**config.mk**
```make
export PLATFORM = sky130hd
export DESIGN_NAME = snitch_sb_retire_flat
export DESIGN_NICKNAME = d
export VERILOG_FILES = /design/src/rtl/snitch_sb_retire_pkg.sv /design/src/rtl/snitch_sb_retire_if.sv /design/src/rtl/snitch_sb_retire_fifo.sv /design/src/rtl/snitch_sb_retire.sv /design/src/flat_wrapper.sv
export SDC_FILE = /design/constraint.sdc
export NUM_CORES = 1
export LEC_CHECK = 0
export CAP_MARGIN = 20
export CORE_MARGIN = 8
export CORE_UTILIZATION = 50
export CTS_BUF_LIST = sky130_fd_sc_hd__clkbuf_8
export CTS_CLUSTER_SIZE = 10
export DETAILED_ROUTE_END_ITERATION = 8
export GPL_TIMING_DRIVEN = 0
export PLACE_DENSITY = 0.87
export SLEW_MARGIN = 20
export SYNTH_ARGS = -nofsm -noshare
export SYNTH_HDL_FRONTEND = slang
export SYNTH_SLANG_ARGS = --single-unit
```
**constraint.sdc**
```tcl
create_clock -name clk_i -period 3.55 [get_ports clk_i]
set_clock_uncertainty 0.15 [all_clocks]
set_input_delay 0.71 -clock clk_i [delete_from_list [all_inputs] [get_ports clk_i]]
set_output_delay 0.71 -clock clk_i [all_outputs]
set_load 0.01 [all_outputs]
```
**src/rtl/snitch_sb_retire_pkg.sv**
```systemverilog
// Shared types and helpers for the FP scoreboard retirement block.
package snitch_sb_retire_pkg;

  // Trace source tags; SrcFpuSbRetire marks events from the retirement stage.
  typedef enum logic [2:0] {
    SrcSnitch      = 3'd0,
    SrcFpu         = 3'd1,
    SrcFpuSeq      = 3'd2,
    SrcFpuSbRetire = 3'd3
  } trace_src_e;

  // Widest scoreboard index the one-hot helper handles.
  localparam int unsigned MaxIdxWidth = 32;

  // True when exactly one bit of the vector is set (all-zero is not one-hot).
  function automatic logic is_onehot(input logic [MaxIdxWidth-1:0] vec);
    return (vec != 32'd0) && ((vec & (vec - 32'd1)) == 32'd0);
  endfunction

endpackage

```
**src/rtl/snitch_sb_retire_if.sv**
```systemverilog
// Completion channel from the result producers into the retirement stage.
interface snitch_sb_retire_if #(
  parameter int unsigned NumSrc    = 2,
  parameter int unsigned Depth     = 4,
  parameter int unsigned AddrWidth = 5,
  parameter int unsigned DataWidth = 64
);
  logic [NumSrc-1:0]                valid;
  logic [NumSrc-1:0]                ready;
  logic [NumSrc-1:0][Depth-1:0]     index;
  logic [NumSrc-1:0][AddrWidth-1:0] rd;
  logic [NumSrc-1:0][DataWidth-1:0] data;

  modport master (output valid, index, rd, data, input ready);
  modport slave  (input valid, index, rd, data, output ready);
endinterface

```
**src/rtl/snitch_sb_retire_fifo.sv**
```systemverilog
// Small retirement FIFO; exposes the OR of all stored scoreboard indices.
// The index field occupies the top IdxWidth bits of each entry.
module snitch_sb_retire_fifo #(
  parameter int unsigned Width    = 8,
  parameter int unsigned Depth    = 2,
  parameter int unsigned IdxWidth = 4
) (
  input  logic                clk_i,
  input  logic                rst_ni,
  input  logic                push_i,
  input  logic [Width-1:0]    data_i,
  input  logic                pop_i,
  output logic                full_o,
  output logic                empty_o,
  output logic [Width-1:0]    data_o,
  output logic [IdxWidth-1:0] inflight_o
);
  localparam int unsigned PtrWidth = (Depth > 1) ? $clog2(Depth) : 1;

  logic [Width-1:0]    mem_q [Depth];
  logic [Depth-1:0]    valid_q, valid_d;
  logic [PtrWidth-1:0] wr_ptr_q, wr_ptr_d, rd_ptr_q, rd_ptr_d;

  function automatic logic [PtrWidth-1:0] ptr_inc(input logic [PtrWidth-1:0] p);
    if (p == PtrWidth'(Depth - 1)) begin
      return {PtrWidth{1'b0}};
    end else begin
      return p + PtrWidth'(1'b1);
    end
  endfunction

  // Slot occupancy and pointer update; a pop frees its slot before a push refills.
  always_comb begin
    valid_d  = valid_q;
    wr_ptr_d = wr_ptr_q;
    rd_ptr_d = rd_ptr_q;
    if (pop_i) begin
      valid_d[rd_ptr_q] = 1'b0;
      rd_ptr_d          = ptr_inc(rd_ptr_q);
    end else begin
      rd_ptr_d = rd_ptr_q;
    end
    if (push_i) begin
      valid_d[wr_ptr_q] = 1'b1;
      wr_ptr_d          = ptr_inc(wr_ptr_q);
    end else begin
      wr_ptr_d = wr_ptr_q;
    end
  end

  // Storage, occupancy and pointer registers.
  always_ff @(posedge clk_i or negedge rst_ni) begin
    if (!rst_ni) begin
      for (int i = 0; i < Depth; i++) mem_q[i] <= {Width{1'b0}};
      valid_q  <= {Depth{1'b0}};
      wr_ptr_q <= {PtrWidth{1'b0}};
      rd_ptr_q <= {PtrWidth{1'b0}};
    end else begin
      if (push_i) mem_q[wr_ptr_q] <= data_i;
      valid_q  <= valid_d;
      wr_ptr_q <= wr_ptr_d;
      rd_ptr_q <= rd_ptr_d;
    end
  end

  // OR of the scoreboard indices held in occupied slots.
  always_comb begin
    inflight_o = {IdxWidth{1'b0}};
    for (int i = 0; i < Depth; i++) begin
      if (valid_q[i]) begin
        inflight_o = inflight_o | mem_q[i][Width-1 -: IdxWidth];
      end else begin
        inflight_o = inflight_o;
      end
    end
  end

  assign data_o  = mem_q[rd_ptr_q];
  assign empty_o = ~|valid_q;
  assign full_o  = &valid_q;

endmodule

```
**src/rtl/snitch_sb_retire.sv**
```systemverilog
// Retirement end of the FPU scoreboard: arbitrates completions, queues them,
// writes the FP register file and frees the scoreboard entry on each write.
module snitch_sb_retire
  import snitch_sb_retire_pkg::*;
#(
  parameter int unsigned Depth     = 4,
  parameter int unsigned NumSrc    = 2,
  parameter int unsigned AddrWidth = 5,
  parameter int unsigned DataWidth = 64,
  parameter int unsigned FifoDepth = 2
) (
  input  logic                 clk_i,
  input  logic                 rst_ni,
  snitch_sb_retire_if.slave    src,
  output logic                 rf_wvalid_o,
  input  logic                 rf_wready_i,
  output logic [AddrWidth-1:0] rf_waddr_o,
  output logic [DataWidth-1:0] rf_wdata_o,
  output logic [Depth-1:0]     pop_index_o,
  output logic                 pop_valid_o,
  output logic                 busy_o,
  output logic                 err_o
);
  localparam int unsigned SrcWidth = (NumSrc > 1) ? $clog2(NumSrc) : 1;

  typedef struct packed {
    logic [Depth-1:0]     index;
    logic [AddrWidth-1:0] rd;
    logic [DataWidth-1:0] data;
  } entry_t;

  logic [SrcWidth-1:0] ptr_q, ptr_d, grant_s;
  logic                grant_valid_s, push_s, pop_s, full_s, empty_s;
  logic                err_d, err_q;
  logic [Depth-1:0]    inflight_s;
  entry_t              push_entry_s, head_s;
  int unsigned         cand_s;

  // Round-robin search for the first valid source at or after the pointer.
  always_comb begin
    grant_s       = ptr_q;
    grant_valid_s = 1'b0;
    cand_s        = 32'd0;
    for (int unsigned off = 0; off < NumSrc; off++) begin
      cand_s = 32'(ptr_q) + off;
      cand_s = (cand_s >= NumSrc) ? cand_s - NumSrc : cand_s;
      if (src.valid[cand_s] && !grant_valid_s) begin
        grant_s       = SrcWidth'(cand_s);
        grant_valid_s = 1'b1;
      end else begin
        grant_valid_s = grant_valid_s;
      end
    end
  end

  // Ready goes to the granted source only, and only on a registered free slot;
  // nothing is accepted while reset is held.
  always_comb begin
    src.ready = {NumSrc{1'b0}};
    if (rst_ni && grant_valid_s && !full_s) begin
      src.ready[grant_s] = 1'b1;
    end else begin
      src.ready = {NumSrc{1'b0}};
    end
  end

  assign push_s             = |(src.valid & src.ready);
  assign push_entry_s.index = src.index[grant_s];
  assign push_entry_s.rd    = src.rd[grant_s];
  assign push_entry_s.data  = src.data[grant_s];

  // Pointer advances past the granted source on a handshake; flag bad or duplicate indices.
  always_comb begin
    if (push_s) begin
      ptr_d = (grant_s == SrcWidth'(NumSrc - 1)) ? {SrcWidth{1'b0}} : grant_s + SrcWidth'(1'b1);
    end else begin
      ptr_d = ptr_q;
    end
    err_d = push_s && (!is_onehot(MaxIdxWidth'(push_entry_s.index)) ||
                       (|(push_entry_s.index & inflight_s)));
  end

  // Arbitration pointer and error pulse registers.
  always_ff @(posedge clk_i or negedge rst_ni) begin
    if (!rst_ni) begin
      ptr_q <= {SrcWidth{1'b0}};
      err_q <= 1'b0;
    end else begin
      ptr_q <= ptr_d;
      err_q <= err_d;
    end
  end

  snitch_sb_retire_fifo #(
    .Width    ($bits(entry_t)),
    .Depth    (FifoDepth),
    .IdxWidth (Depth)
  ) i_fifo (
    .clk_i      (clk_i),
    .rst_ni     (rst_ni),
    .push_i     (push_s),
    .data_i     (push_entry_s),
    .pop_i      (pop_s),
    .full_o     (full_s),
    .empty_o    (empty_s),
    .data_o     (head_s),
    .inflight_o (inflight_s)
  );

  // Register-file write and scoreboard free driven from the FIFO head.
  always_comb begin
    pop_s       = !empty_s && rf_wready_i;
    rf_wvalid_o = !empty_s;
    busy_o      = !empty_s;
    pop_valid_o = pop_s;
    if (!empty_s) begin
      rf_waddr_o = head_s.rd;
      rf_wdata_o = head_s.data;
    end else begin
      rf_waddr_o = {AddrWidth{1'b0}};
      rf_wdata_o = {DataWidth{1'b0}};
    end
    // A malformed index must never free scoreboard entries.
    if (pop_s && is_onehot(MaxIdxWidth'(head_s.index))) begin
      pop_index_o = head_s.index;
    end else begin
      pop_index_o = {Depth{1'b0}};
    end
  end

  assign err_o = err_q;

endmodule

```
**src/flat_wrapper.sv**
```systemverilog
// flat-port wrapper written by rule: the top's interface ports become plain ports
module snitch_sb_retire_flat import snitch_sb_retire_pkg::*;
#(
  parameter int unsigned Depth     = 4,
  parameter int unsigned NumSrc    = 2,
  parameter int unsigned AddrWidth = 5,
  parameter int unsigned DataWidth = 64,
  parameter int unsigned FifoDepth = 2
)
  (clk_i, rst_ni, rf_wvalid_o, rf_wready_i, rf_waddr_o, rf_wdata_o, pop_index_o, pop_valid_o, busy_o, err_o, src_valid, src_index, src_rd, src_data, src_ready);
  snitch_sb_retire_if #(.NumSrc(NumSrc), .Depth(Depth), .AddrWidth(AddrWidth), .DataWidth(DataWidth)) src_i ();
  input  logic clk_i;
  input  logic rst_ni;
  output logic rf_wvalid_o;
  input  logic rf_wready_i;
  output logic [AddrWidth-1:0] rf_waddr_o;
  output logic [DataWidth-1:0] rf_wdata_o;
  output logic [Depth-1:0] pop_index_o;
  output logic pop_valid_o;
  output logic busy_o;
  output logic err_o;
  input wire logic [$bits(src_i.valid)-1:0] src_valid;
  input wire logic [$bits(src_i.index)-1:0] src_index;
  input wire logic [$bits(src_i.rd)-1:0] src_rd;
  input wire logic [$bits(src_i.data)-1:0] src_data;
  output wire logic [$bits(src_i.ready)-1:0] src_ready;
  assign src_i.valid = src_valid;
  assign src_i.index = src_index;
  assign src_i.rd = src_rd;
  assign src_i.data = src_data;
  assign src_ready = src_i.ready;
  snitch_sb_retire #(.Depth(Depth), .NumSrc(NumSrc), .AddrWidth(AddrWidth), .DataWidth(DataWidth), .FifoDepth(FifoDepth)) u_core (.clk_i(clk_i), .rst_ni(rst_ni), .src(src_i), .rf_wvalid_o(rf_wvalid_o), .rf_wready_i(rf_wready_i), .rf_waddr_o(rf_waddr_o), .rf_wdata_o(rf_wdata_o), .pop_index_o(pop_index_o), .pop_valid_o(pop_valid_o), .busy_o(busy_o), .err_o(err_o));
endmodule
```
Word-level counts from Yosys, hierarchy flattened. Index checks and enable logic that the tools add are counted. Widths: inputs -> output; s select.

Add/sub/neg operators: 8. Multiply operators: 0. Div/mod/pow operators: 0. Magnitude comparators: 13. Eq/ne operators: 0. Shift-type cells: 0. Multiplexer cells: 39. Bitwise gates (word level): 10. Reduce and logical (&&, ||, !) cells: 24.

Operator list (count): $mux 73 (4); $mux 64 (3); $bwmux 146 (1); $demux 73 s1 (1); $and 4x32->32 (2); $logic_not 32->1 (2); $lt 32x2->1 const B (2); $mux 32 (2); $ge 32x2->1 const B (1); $sub 32x2->32 const B (1); $mux 4 (5); $mux 5 (3); $mux 1 (14); $logic_and 1x1->1 (12); $sub 4x1->5 const B (2); $reduce_bool 4->1 (2); $lt 1x2->1 const B (3); $mux 2 (3); $and 2x2->2 (2); $and 4x4->4 (1); $ge 2x2->1 const B (2); $not 1->2 (2); $or 4x4->4 (1); $reduce_or 2->1 (2); 13 further kinds (21).

Bits in registers: 152. Bits in latches: 0. Memory bits (writable): 0. ROM bits: 0. Input bits: 151. Output and inout port bits: 79. Logic and storage cells: 101. Memories kept: 0.

Longest topological paths before layout. Gate-level depths: netlist of the first run.

Word-level depth: 17. Depth in mapped cells: 10. Gate-level depth less buffers: 6.

By module. A second synthesis of the first run with hierarchy kept.

Cells, all modules: 607. Area total of the unflattened synthesis: 8451.9 um2.

Modules (own cells, without submodules): snitch_sb_retire_fifo (instances 1, cells each 406, area an instance 6814.0 um2, seq. area each 3753.6 um2); snitch_sb_retire (instances 1, cells each 201, area an instance 1637.8 um2, seq. area each 50.0 um2).

Worst setup path after synthesis of the first run. OpenSTA, ideal clock, no wires.

Path type: input -> output. From: input port src_valid[1]. To: output port src_ready[1]. Arrival time: 1498 ps. Required time: 2690 ps. Slack: 1192 ps. Cell stages on the path: 5. Buffers on the path: 2. Cells stage by stage: nor2_2 o21ai_4 buf_6 buf_4 nor2b_1.

Word-level cells in the longest chain between the ends: 11. Elaborated cells between the ends (all ways): 18. Those cells by class: 2 x order compare; 11 x mux; 5 x reduce/logical.

RTL lines: from (decl) (line flat_wrapper.sv:22) `input wire logic [$bits(src_i.valid)-1:0] src_valid;`; $mux 1 (not written as such) (2 in a row) (line snitch_sb_retire.sv:47) `if (src.valid[cand_s] && !grant_valid_s) begin`; $mux 1 (line snitch_sb_retire.sv:47); $logic_not 1->1 (line snitch_sb_retire.sv:47); $logic_and 1x1->1 (line snitch_sb_retire.sv:47); $mux 1 (line snitch_sb_retire.sv:47); $lt 1x2->1 (not written as such) / $ge 1x1->1 (equally long branches) (line snitch_sb_retire.sv:61) `src.ready[grant_s] = 1'b1;`; $logic_and 1x1->1 (not written as such) (line snitch_sb_retire.sv:61); $mux 1 (not written as such) (line snitch_sb_retire.sv:61); $demux 1 s1; $mux 2 (*) (line snitch_sb_retire.sv:60) `if (rst_ni && grant_valid_s && !full_s) begin`; to (decl) (line flat_wrapper.sv:26) `output wire logic [$bits(src_i.ready)-1:0] src_ready;`.

Every way passes the cells marked *; elsewhere a longest branch is shown, timed or not. The select of a mux whose other input is x is not followed.

Final worst setup path of the first run.
From: register u_core.i_fifo.rd_ptr_q. To: output port pop_index_o[0].

Word-level cells in the longest chain between the ends: 10. Elaborated cells between the ends (all ways): 11. Those cells by class: 1 x add/sub; 4 x mux; 2 x bitwise; 4 x reduce/logical.

RTL lines: from (decl) (line snitch_sb_retire_fifo.sv:22) `logic [PtrWidth-1:0] wr_ptr_q, wr_ptr_d, rd_ptr_q, rd_ptr_d;`; from (signal assigned) (line snitch_sb_retire_fifo.sv:57) `rd_ptr_q <= {PtrWidth{1'b0}};`; from (signal assigned) (line snitch_sb_retire_fifo.sv:62) `rd_ptr_q <= rd_ptr_d;`; $not 1->2 (not written as such) (*) (line snitch_sb_retire_fifo.sv:78) `assign data_o = mem_q[rd_ptr_q];`; $mux 73 (not written as such) (*) (3 in a row) (line snitch_sb_retire_fifo.sv:78); $sub 4x1->5 (line snitch_sb_retire_pkg.sv:17) `return (vec != 32'd0) && ((vec & (vec - 32'd1)) == 32'd0);`; $and 4x32->32 (line snitch_sb_retire_pkg.sv:17); $logic_not 32->1 (line snitch_sb_retire_pkg.sv:17); $logic_and 1x1->1 (line snitch_sb_retire_pkg.sv:17); $logic_and 1x1->1 (line snitch_sb_retire.sv:124) `if (pop_s && is_onehot(MaxIdxWidth'(head_s.index))) begin`; $mux 4 (*) (line snitch_sb_retire.sv:124); to (decl) (line flat_wrapper.sv:18) `output logic [Depth-1:0] pop_index_o;`.

Marked as above.

==> qor.csv, run 1 <==
metric,value,unit
fmax,289,MHz
critPathCaptureType,primary output,
synth_cells,761,
n_antenna_cell,0,
nets,1164,
switchingPower,3440,µW
routed_wl,21.3,mm
cp-start-kind,flop,
finish.utilization,0.725,
hold_violations,0,
drt-vias-per-instance,5.30,
multi_input_area,3280,µm²
drive_gt1_frac,0.0799,
wl_met3,1.78,mm
synthArstFlopShare,1.00,
cts_made_buffers,17,
cts_tree,built,
timing.rr.start,u_core.i_fifo.valid_q[0],
status,finished clean,
portBuffers,229,
drc,0,
ant_nets,0,
powerDensity,866,nW/µm²
fill_cells,1126,
required,2.69,ns
clk_latency,0.43,ns
layout-area-overhead-vs-synth,42.1,%
yosysSeqAreaShare,0.513,
clockRootBuffer,clkbuf_8,
vias,6418,
dp_hpwl,15.8,mm
grt_pass1_wl,32.8,mm
start_util,0.510,
clkSinkCount,152,
crit_start,u_core.i_fifo.rd_ptr_q,
rows,44,
fp.dieW,138,µm
gr-total-overflow,0,
finalMaxSlewViolations,0,
maxSlewHeadroom,0.622,
period_needed,3.46,ns
antenna_found_initial,0,
synthFlopType,dfrtp_1,
grt_pass1_vias,6596,
tightest_slew,0.551,ns
fin_ws,0.0891,ns
place_area,9970,µm²
synthTopCellsByCount,"158 x nand2_1, 152 x dfrtp_1, 145 x mux2i_1",
yosysTopAreaCell,dfrtp_1,
drt-met1-wl,8.64,mm
rsz0062_at_grt,no,
synth_fp_nets,912,
clockPowerShare,0.166,
power_frac_comb,0.510,
setup_viol,0,
synth_edf_count,0,
peakVddDrop,0.440,mV
synth_most_common_cell,nand2_1,
criticalPathCategory,reg2out,
fin_area,10500,µm²
pin_count,230,
coreArea,14500,µm²
clockBufferDepth,2,
synth_top_area_frac,0.513,
post_drt_wl_per_cell,17.6,µm
syn_avg_cell_area,9.75,µm²
grtUsageTotal,0.222,
design.die.area,19000,µm²
switching_share,0.377,
dieHeight,138,µm
dp_worst_setup_slack,-0.0408,ns
intPower,5680,µW
critPathMaxFanout,4,
grt_max_degree,57,
hold_class,in2async,
ys_ff_latch,152,
yosys_warnings,0,
syn_area,7420,µm²
p_seq_frac,0.324,
gp_congestion,0.834,
synthTopCellsByArea,"dfrtp_1 51%, mux2i_1 20%, o21ai_0 8.6%",
finalCritPeriodShare,0.975,
synth_cell_types,29,
arrival,2.60,ns
top_layer,met4,
drt-pass1-iter-count,5,
power.leakage,0.00493,µW
path_clk_slew,0.08,ns
drt_iter0_drc,288,
htreeDepth,4,
route.met2.wl,10.6,mm
regArea,3800,µm²
max-cap-violations,0,
==> flip-flops by register name, indices dropped and copies added, names as in the netlist <==
name,count
u_core.i_fifo.wr_ptr_q,1
u_core.i_fifo.valid_q,2
u_core.ptr_q,1
u_core.i_fifo.mem_q,146
u_core.i_fifo.rd_ptr_q,1
u_core.err_o,1
==> cell families (layout without fill, tap and decap cells) <==
family | after synthesis | after routing | synth area share
simple gates | 241 | 241 | 0.126
flops | 152 | 152 | 0.513
buf+inv | 62 | 327 | 0.0461
compound gates | 157 | 157 | 0.112
xor+xnor | 2 | 2 | 0.00236
mux | 147 | 147 | 0.202
==> critical path, stage by stage, from the launching register on <==
cell and delay, ns:
dfrtp_1 0.35, buf_6 0.12, mux2i_1 0.43, xor2_1 0.18
nand3_1 0.10, a31o_2 0.29, nor2_1 0.10, clkdlybuf4s50_1 0.59
==> worst paths after layout <==
kind / end / slack [ns] / depth (start not counted)
setup / recovery: pop_index_o[0] / 0.09 / 7
hold / removal: u_core.i_fifo.mem_q[66] / 0.09 / 2
min in group clk_i: u_core.i_fifo.mem_q[37] / 0.33 / 2
max in group asynchronous: u_core.i_fifo.mem_q[65] / 2.19 / 2
setup reg to reg: u_core.i_fifo.mem_q[65] / 1.38 / 9
hold reg to reg: u_core.i_fifo.mem_q[37] / 0.33 / 2
==> final cells by class <==
type / instances / area share
clock inverters: 12 / 0.0188
flip-flops and latches: 152 / 0.361
repair buffers: 234 / 0.228
well taps: 184 / 0.0218
inverters: 3 / 0.00107
multi-input cells: 547 / 0.311
clock buffers: 20 / 0.0261
plain buffers: 58 / 0.0320
==> power by group through the flow <==
stage | combinational [µW] | clock, µW | sequential (µW)
final | 4660 | 1520 | 2950
after CTS | 4690 | 1550 | 2940
after floorplan | 2650 | 0 | 2870
after detailed placement | 4650 | 0 | 2980
after global placement | 4540 | 0 | 2930
after global routing | 5100 | 1610 | 3040
==> layout by cell type (no fill, tap or decap), types with 2 or more instances in the layout <==
master / n
a22oi_1: 3
buf_12: 2
buf_16: 2
buf_2: 23
buf_4: 10
buf_6: 5
bufinv_16: 5
clkbuf_1: 19
clkbuf_8: 20
clkdlybuf4s50_1: 228
clkinvlp_4: 3
dfrtp_1: 152
inv_1: 5
mux2i_1: 144
mux2i_4: 2
nand2_1: 158
nand3b_1: 2
nand4b_1: 2
nor2_1: 74
nor2_2: 2
o21ai_0: 128
o21ai_1: 19
==> routing by layer <==
metal | track usage | vias to the layer above
li1 | - | 3076
met1 | 0.269 | 3097
met2 | 0.377 | 223
met3 | 0.0620 | 22
met4 | 0.0693 | 0
met5 | 0 | -
==> repair_timing <==
| action | 4_1_cts | 5_1_grt |
|---|---|---|
| endpoints found under the setup margin | 30 | 5 |
| hold endpoints to repair | 0 | 13 |
| gates cloned | 1 | 0 |
| gates resized for setup | 3 | 3 |
| hold buffers | 0 | 2 |
| setup buffers | 1 | 0 |
==> through the flow <==
stage	setup TNS [ns]	hold WS, ns	instances	total power [µW]
2_1_floorplan	0	0.264	761	5530
3_3_place_gp	-1415.46	0.309	1174	7470
3_5_place_dp	-0.0780	0.319	1175	7630
4_1_cts	0	0.0152	1208	9180
5_1_grt	0	0.0762	1210	9750
6_report	0	0.0912	1210	9130
Note: power is estimated with default switching activity, not from simulation.
==> run 2: changes to the inputs <==
ABC_AREA = 0   (was not set)
==> results of run 2 <==
Final layout, timing and power as in run 1 (identical DEF).
==> patch 1 (settings of run 1) <==
Remove the register `err_q`: a continuous assignment takes its place, so the output `err_o` follows one clock earlier.
--- a/src/rtl/snitch_sb_retire.sv
+++ b/src/rtl/snitch_sb_retire.sv
@@ -85,10 +85,10 @@
     if (!rst_ni) begin
       ptr_q <= {SrcWidth{1'b0}};
-      err_q <= 1'b0;
     end else begin
       ptr_q <= ptr_d;
-      err_q <= err_d;
     end
   end
+
+  assign err_q = err_d;
 
   snitch_sb_retire_fifo #(
Formal check against the unedited RTL: not equivalent (a bounded check fails within 4 cycles, from zero or initial values and one cycle with rst_ni low).
==> patch 1 against run 1 <==
- routed wire length down 0.20%
- worst setup slack better by 0.056 ns
- cell area about the same
- register-to-register slack better by 0.05 ns
- sequential cell count down 1
- critical path type is now in2out
- total power up 0.18%
- critical path depth up 1
- synthesized area down 0.34%
- non-clock buffer count up 4
==> patch 1: results (changes against run 1) <==
----------------------------------------------------
[Critical path]
  Worst R2R End ... u_core.i_fifo.mem_q[63]
  End of the critical path ... err_o
  Launching instance or port of the critical path ... src_valid[0]
  Register-to-Register Setup Slack ... 1.43 ns (+0.05 ns)
  Worst Path Arrival ... 2.55 ns (-0.05 ns)

[Placement]
  HPWL after DPL ... 15.7 mm (-0.50%)
  Cell area after placement ... 0.00995 sq mm (-0.25%)

[CTS]
  Hold buffer count at CTS ... 1 (+1)
  CTS resizes ... 8 (+5)

[GRT]
  Number of global-route vias before repair ... 6652 (+0.85%)
  First-pass GRT wire length ... 33.4 mm (+2.0%)
  Largest net degree at the start of global routing ... 102 (+79%)
  All-layer global routing usage ... 22.6% (+0.40 points)

[Status]
  Outcome ... finished clean

[Timing]
  Headroom to the max-slew limit ... 64.9% (+2.6 points)

[Logic synthesis]
  Share of the yosys chip area belonging to registers ... 51.1% (-0.16 points)
  Synth cell count leaders ... nand2_1, dfrtp_1, mux2i_1, o21ai_0, nor2_1
  Syn Nets ... 911 (-0.11%)
  Cell types with the largest area share after synthesis ... dfrtp_1, mux2i_1, o21ai_0

[Finish]
  Post-route cell area ... 0.0105 sq mm (about the same)
  Nets ... 1167 (+0.26%)
  Clock tree cell share of total cell area ... 4.37% (-0.12 points)
  Fill count ... 1096 (-2.7%)
  Share of final-layout standard cells stronger than drive strength 1 ... 8.56% (+0.57 points)
  Non-clock buffers ... 296 (+1.4%)
  Multi-input gate share of total cell area ... 31.4% (+0.34 points)
  Non-clock buffer share ... 26.0% (about the same)

[Power]
  Max VDD drop ... 553 uV (+26%)
  Logic pwr share ... 51.2% (+0.2 points)
  Internal power component ... 5.68 mW (-0.14%)

[Drt]
  First-iteration detailed-routing DRC count ... 361 (+25%)
  Total number of vias ... 6465 (+0.73%)

----------------------------------------------------
patch 1: changes by cell type after synthesis:
cell,change
dfrtp_1,-1
patch 1: stage by stage:
stage	util (%)	instances	worst slack (ns)	power, mW
floorplan	-	760	0.796	5.51
global placement	68.5	1173	-5.45	7.46
detailed placement	68.7	1174	-0.515	7.61
CTS	72.0	1205	-0.105	9.15
global route	72.8	1212	0.0393	9.82
finish	72.8	1212	0.145	9.14
patch 1: metal layers:
layer | part of all wire (%) | up-vias | global-route usage [%]
li1 | - | 3088 | -
met1 | 39 | 3149 | 26.6
met2 | 52 | 199 | 39.1
met3 | 6.6 | 29 | 5.65
met4 | 1.8 | 0 | 8.21
met5 | 0 | - | 0
patch 1: kinds of logic after synthesis:
kind of cell | synth area share [%]
buffers and inverters | 4.62
AOI/OAI and AO/OA | 11.2
xor gates and xnor gates | 0.237
and+or+nand+nor | 12.6
muxes | 20.2
DFF | 51.1
==> patch 2 (config.mk and constraints of run 1) <==
Made on the original files. `NumSrc` is set to 2 in 3 places; all go to 4.
--- a/src/rtl/snitch_sb_retire_if.sv
+++ b/src/rtl/snitch_sb_retire_if.sv
@@ -1,5 +1,5 @@
 // Completion channel from the result producers into the retirement stage.
 interface snitch_sb_retire_if #(
-  parameter int unsigned NumSrc    = 2,
+  parameter int unsigned NumSrc    = 4,
   parameter int unsigned Depth     = 4,
   parameter int unsigned AddrWidth = 5,
--- a/src/rtl/snitch_sb_retire.sv
+++ b/src/rtl/snitch_sb_retire.sv
@@ -5,5 +5,5 @@
 #(
   parameter int unsigned Depth     = 4,
-  parameter int unsigned NumSrc    = 2,
+  parameter int unsigned NumSrc    = 4,
   parameter int unsigned AddrWidth = 5,
   parameter int unsigned DataWidth = 64,
--- a/src/flat_wrapper.sv
+++ b/src/flat_wrapper.sv
@@ -3,5 +3,5 @@
 #(
   parameter int unsigned Depth     = 4,
-  parameter int unsigned NumSrc    = 2,
+  parameter int unsigned NumSrc    = 4,
   parameter int unsigned AddrWidth = 5,
   parameter int unsigned DataWidth = 64,
Ports: changed (5 resized); port bits go from 230 to 380. No check against the original RTL was run, so the function may have changed too.
==> patch 2 against run 1 <==
- cell count increased by 45%
- routed wire length grew 64%
- utilization increased by 3.3 points
- clock power shrank 7%
- register-to-register slack got worse by 1.1 ns
- the run now ends with hold timing left
- total power rose by 26%
- highest routed layer unchanged
- sequential cell count is 1 higher
- synthesized area rose by 26%
- sequential share of layout area down 8.8 points
- worst setup slack got worse by 0.027 ns
- cell area grew 33%
- synthesized cell count is 45% higher
==> patch 2: results (changes against run 1) <==
----------------------------------------------------
[Critical path]
  Largest fanout on the critical path ... 8 (+4)
  Worst Path Arrival ... 2.63 ns (+0.03 ns)
  Worst reg2reg startpoint ... u_core.ptr_q[1]
  Largest stage delay, worst path ... 0.55 ns (-0.04 ns)
  Launching instance or port of the critical path ... src_valid[3]
  Number of cells traversed by the worst register-to-register path ... 12 (+3)

[Placement]
  Pre-CTS setup slack ... -1.89 ns (-1.85 ns)
  Cell area after placement ... 0.0134 sq mm (+35%)
  Gpl congestion ... 0.926 (+11%)
  HPWL after DPL ... 27.1 mm (+72%)
  Port Buffer Count ... 379 (+66%)

[Timing]
  Hold Vio Cnt, Final ... 3 (+3)
  Final worst hold slack ... -0.00353 ns (-0.0947 ns)

[GRT]
  All-layer global routing usage ... 29.6% (+7.3 points)
  Initial antenna violation count ... 1 (+1)
  Largest net degree at the start of global routing ... 71 (+25%)
  First-pass GRT wire length ... 54.4 mm (+66%)
  Number of global-route vias before repair ... 10200 (+55%)

[Drt]
  Total number of vias ... 9729 (+52%)
  First-iteration detailed-routing DRC count ... 530 (+84%)
  Final WL ... 35.0 mm (+64%)

[Status]
  Outcome ... complete, but fails checks
  Violated checks ... hold timing

[Power]
  Static leakage power ... 6.26 nW (+27%)
  Max VDD drop ... 376 uV (-15%)

[CTS]
  Clock latency of the later-clocked register in the worst-skew pair ... 0.46 ns (+0.03 ns)

[Finish]
  Share of final-layout standard cells stronger than drive strength 1 ... 11.2% (+3.2 points)
  Largest registers ... u_core.i_fifo.mem_q x146, u_core.i_fifo.valid_q x2, u_core.ptr_q x2
  Nets ... 1804 (+55%)
  Fill count ... 1377 (+22%)

[Logic synthesis]
  Share of the yosys chip area belonging to registers ... 41.1% (-10 points)
  Cell types with the largest area share after synthesis ... dfrtp_1, nand2_1, mux2i_1
  Syn Nets ... 1407 (+54%)
  Count of distinct cell types in the synthesized netlist ... 35 (+21%)

[Hold path]
  Min-Delay Path Class ... in2async

----------------------------------------------------
patch 2: cell count changes after synthesis, moves of 6 or more:
| cell | change |
|---|---|
| and2_0 | +42 |
| and2_1 | +31 |
| buf_4 | -6 |
| a31oi_1 | +69 |
| o21ai_1 | -18 |
| mux2_1 | +6 |
| mux2i_1 | -63 |
| o21ai_0 | -116 |
| buf_1 | +11 |
| clkbuf_1 | +25 |
| a211oi_1 | +69 |
| mux2_2 | +68 |
| nand2_1 | +211 |
patch 2: area by class of cell:
class                   instances  area share, %
well taps                     234           2.08
clock buffers                  21           2.06
diodes                          1         0.0178
repair buffers                385           27.7
multi-input cells             857           36.6
inverters                       5          0.258
plain buffers                  82           3.05
flip-flops and latches        153           27.3
clock inverters                11           1.02
patch 2: timing repair:
item                       in CTS  in global routing
gates resized for setup        49                 10
buffers inserted                4                  0
pin swaps                       3                  0
gates cloned                    1                  0
setup endpoints to repair     230                 16
patch 2: stage by stage:
stage | cells | power (mW)
2_1_floorplan | 1104 | 6.99
3_3_place_gp | 1717 | 9.65
3_5_place_dp | 1718 | 9.88
4_1_cts | 1749 | 11.4
5_1_grt | 1749 | 12.2
6_report | 1749 | 11.5
patch 2: where the power goes:
part           switching [mW]  leakage [nW]  internal (mW)  total (mW)
registers               0.489          1.87           2.60        3.09
logic                    3.80          4.17           3.16        6.95
clock network           0.653         0.218          0.768        1.42
total                    4.94          6.26           6.53        11.5
patch 2: logic make-up after synthesis:
group / synth area share [%]
flip-flops: 41.1
adder cells (fa/ha/maj): 0.537
buffers and inverters: 4.44
AO/OA/AOI/OAI: 12.2
XOR/XNOR: 0.282
AND/OR/NAND/NOR: 23.7
multiplexers: 17.7
patch 2: critical path, delay by kind of cell:
family | cells | cell delay [ns]
adder cells (fa/ha/maj) | 1 | 0.18
buffers and inverters | 3 | 0.99
AND/OR/NAND/NOR | 4 | 0.76
patch 2: final timing paths:
| path | to | slack, ns |
|---|---|---|
| min reg2reg | u_core.i_fifo.mem_q[94] | 0.33 |
| min in group clk_i | u_core.i_fifo.mem_q[94] | 0.33 |
| max | src_ready[1] | 0.06 |
| max in group asynchronous | u_core.i_fifo.rd_ptr_q | 2.53 |
| min | u_core.i_fifo.mem_q[11] | -0.004 |
| max reg2reg | u_core.i_fifo.mem_q[105] | 0.28 |
patch 2: layer usage:
metal | vias up | GRT usage, % | routed length (um)
met5 | - | 0 | 0
met4 | 0 | 15.0 | 1490
met3 | 84 | 8.11 | 2650
met2 | 471 | 50.2 | 17200
met1 | 4641 | 33.8 | 13700
li1 | 4533 | - | -
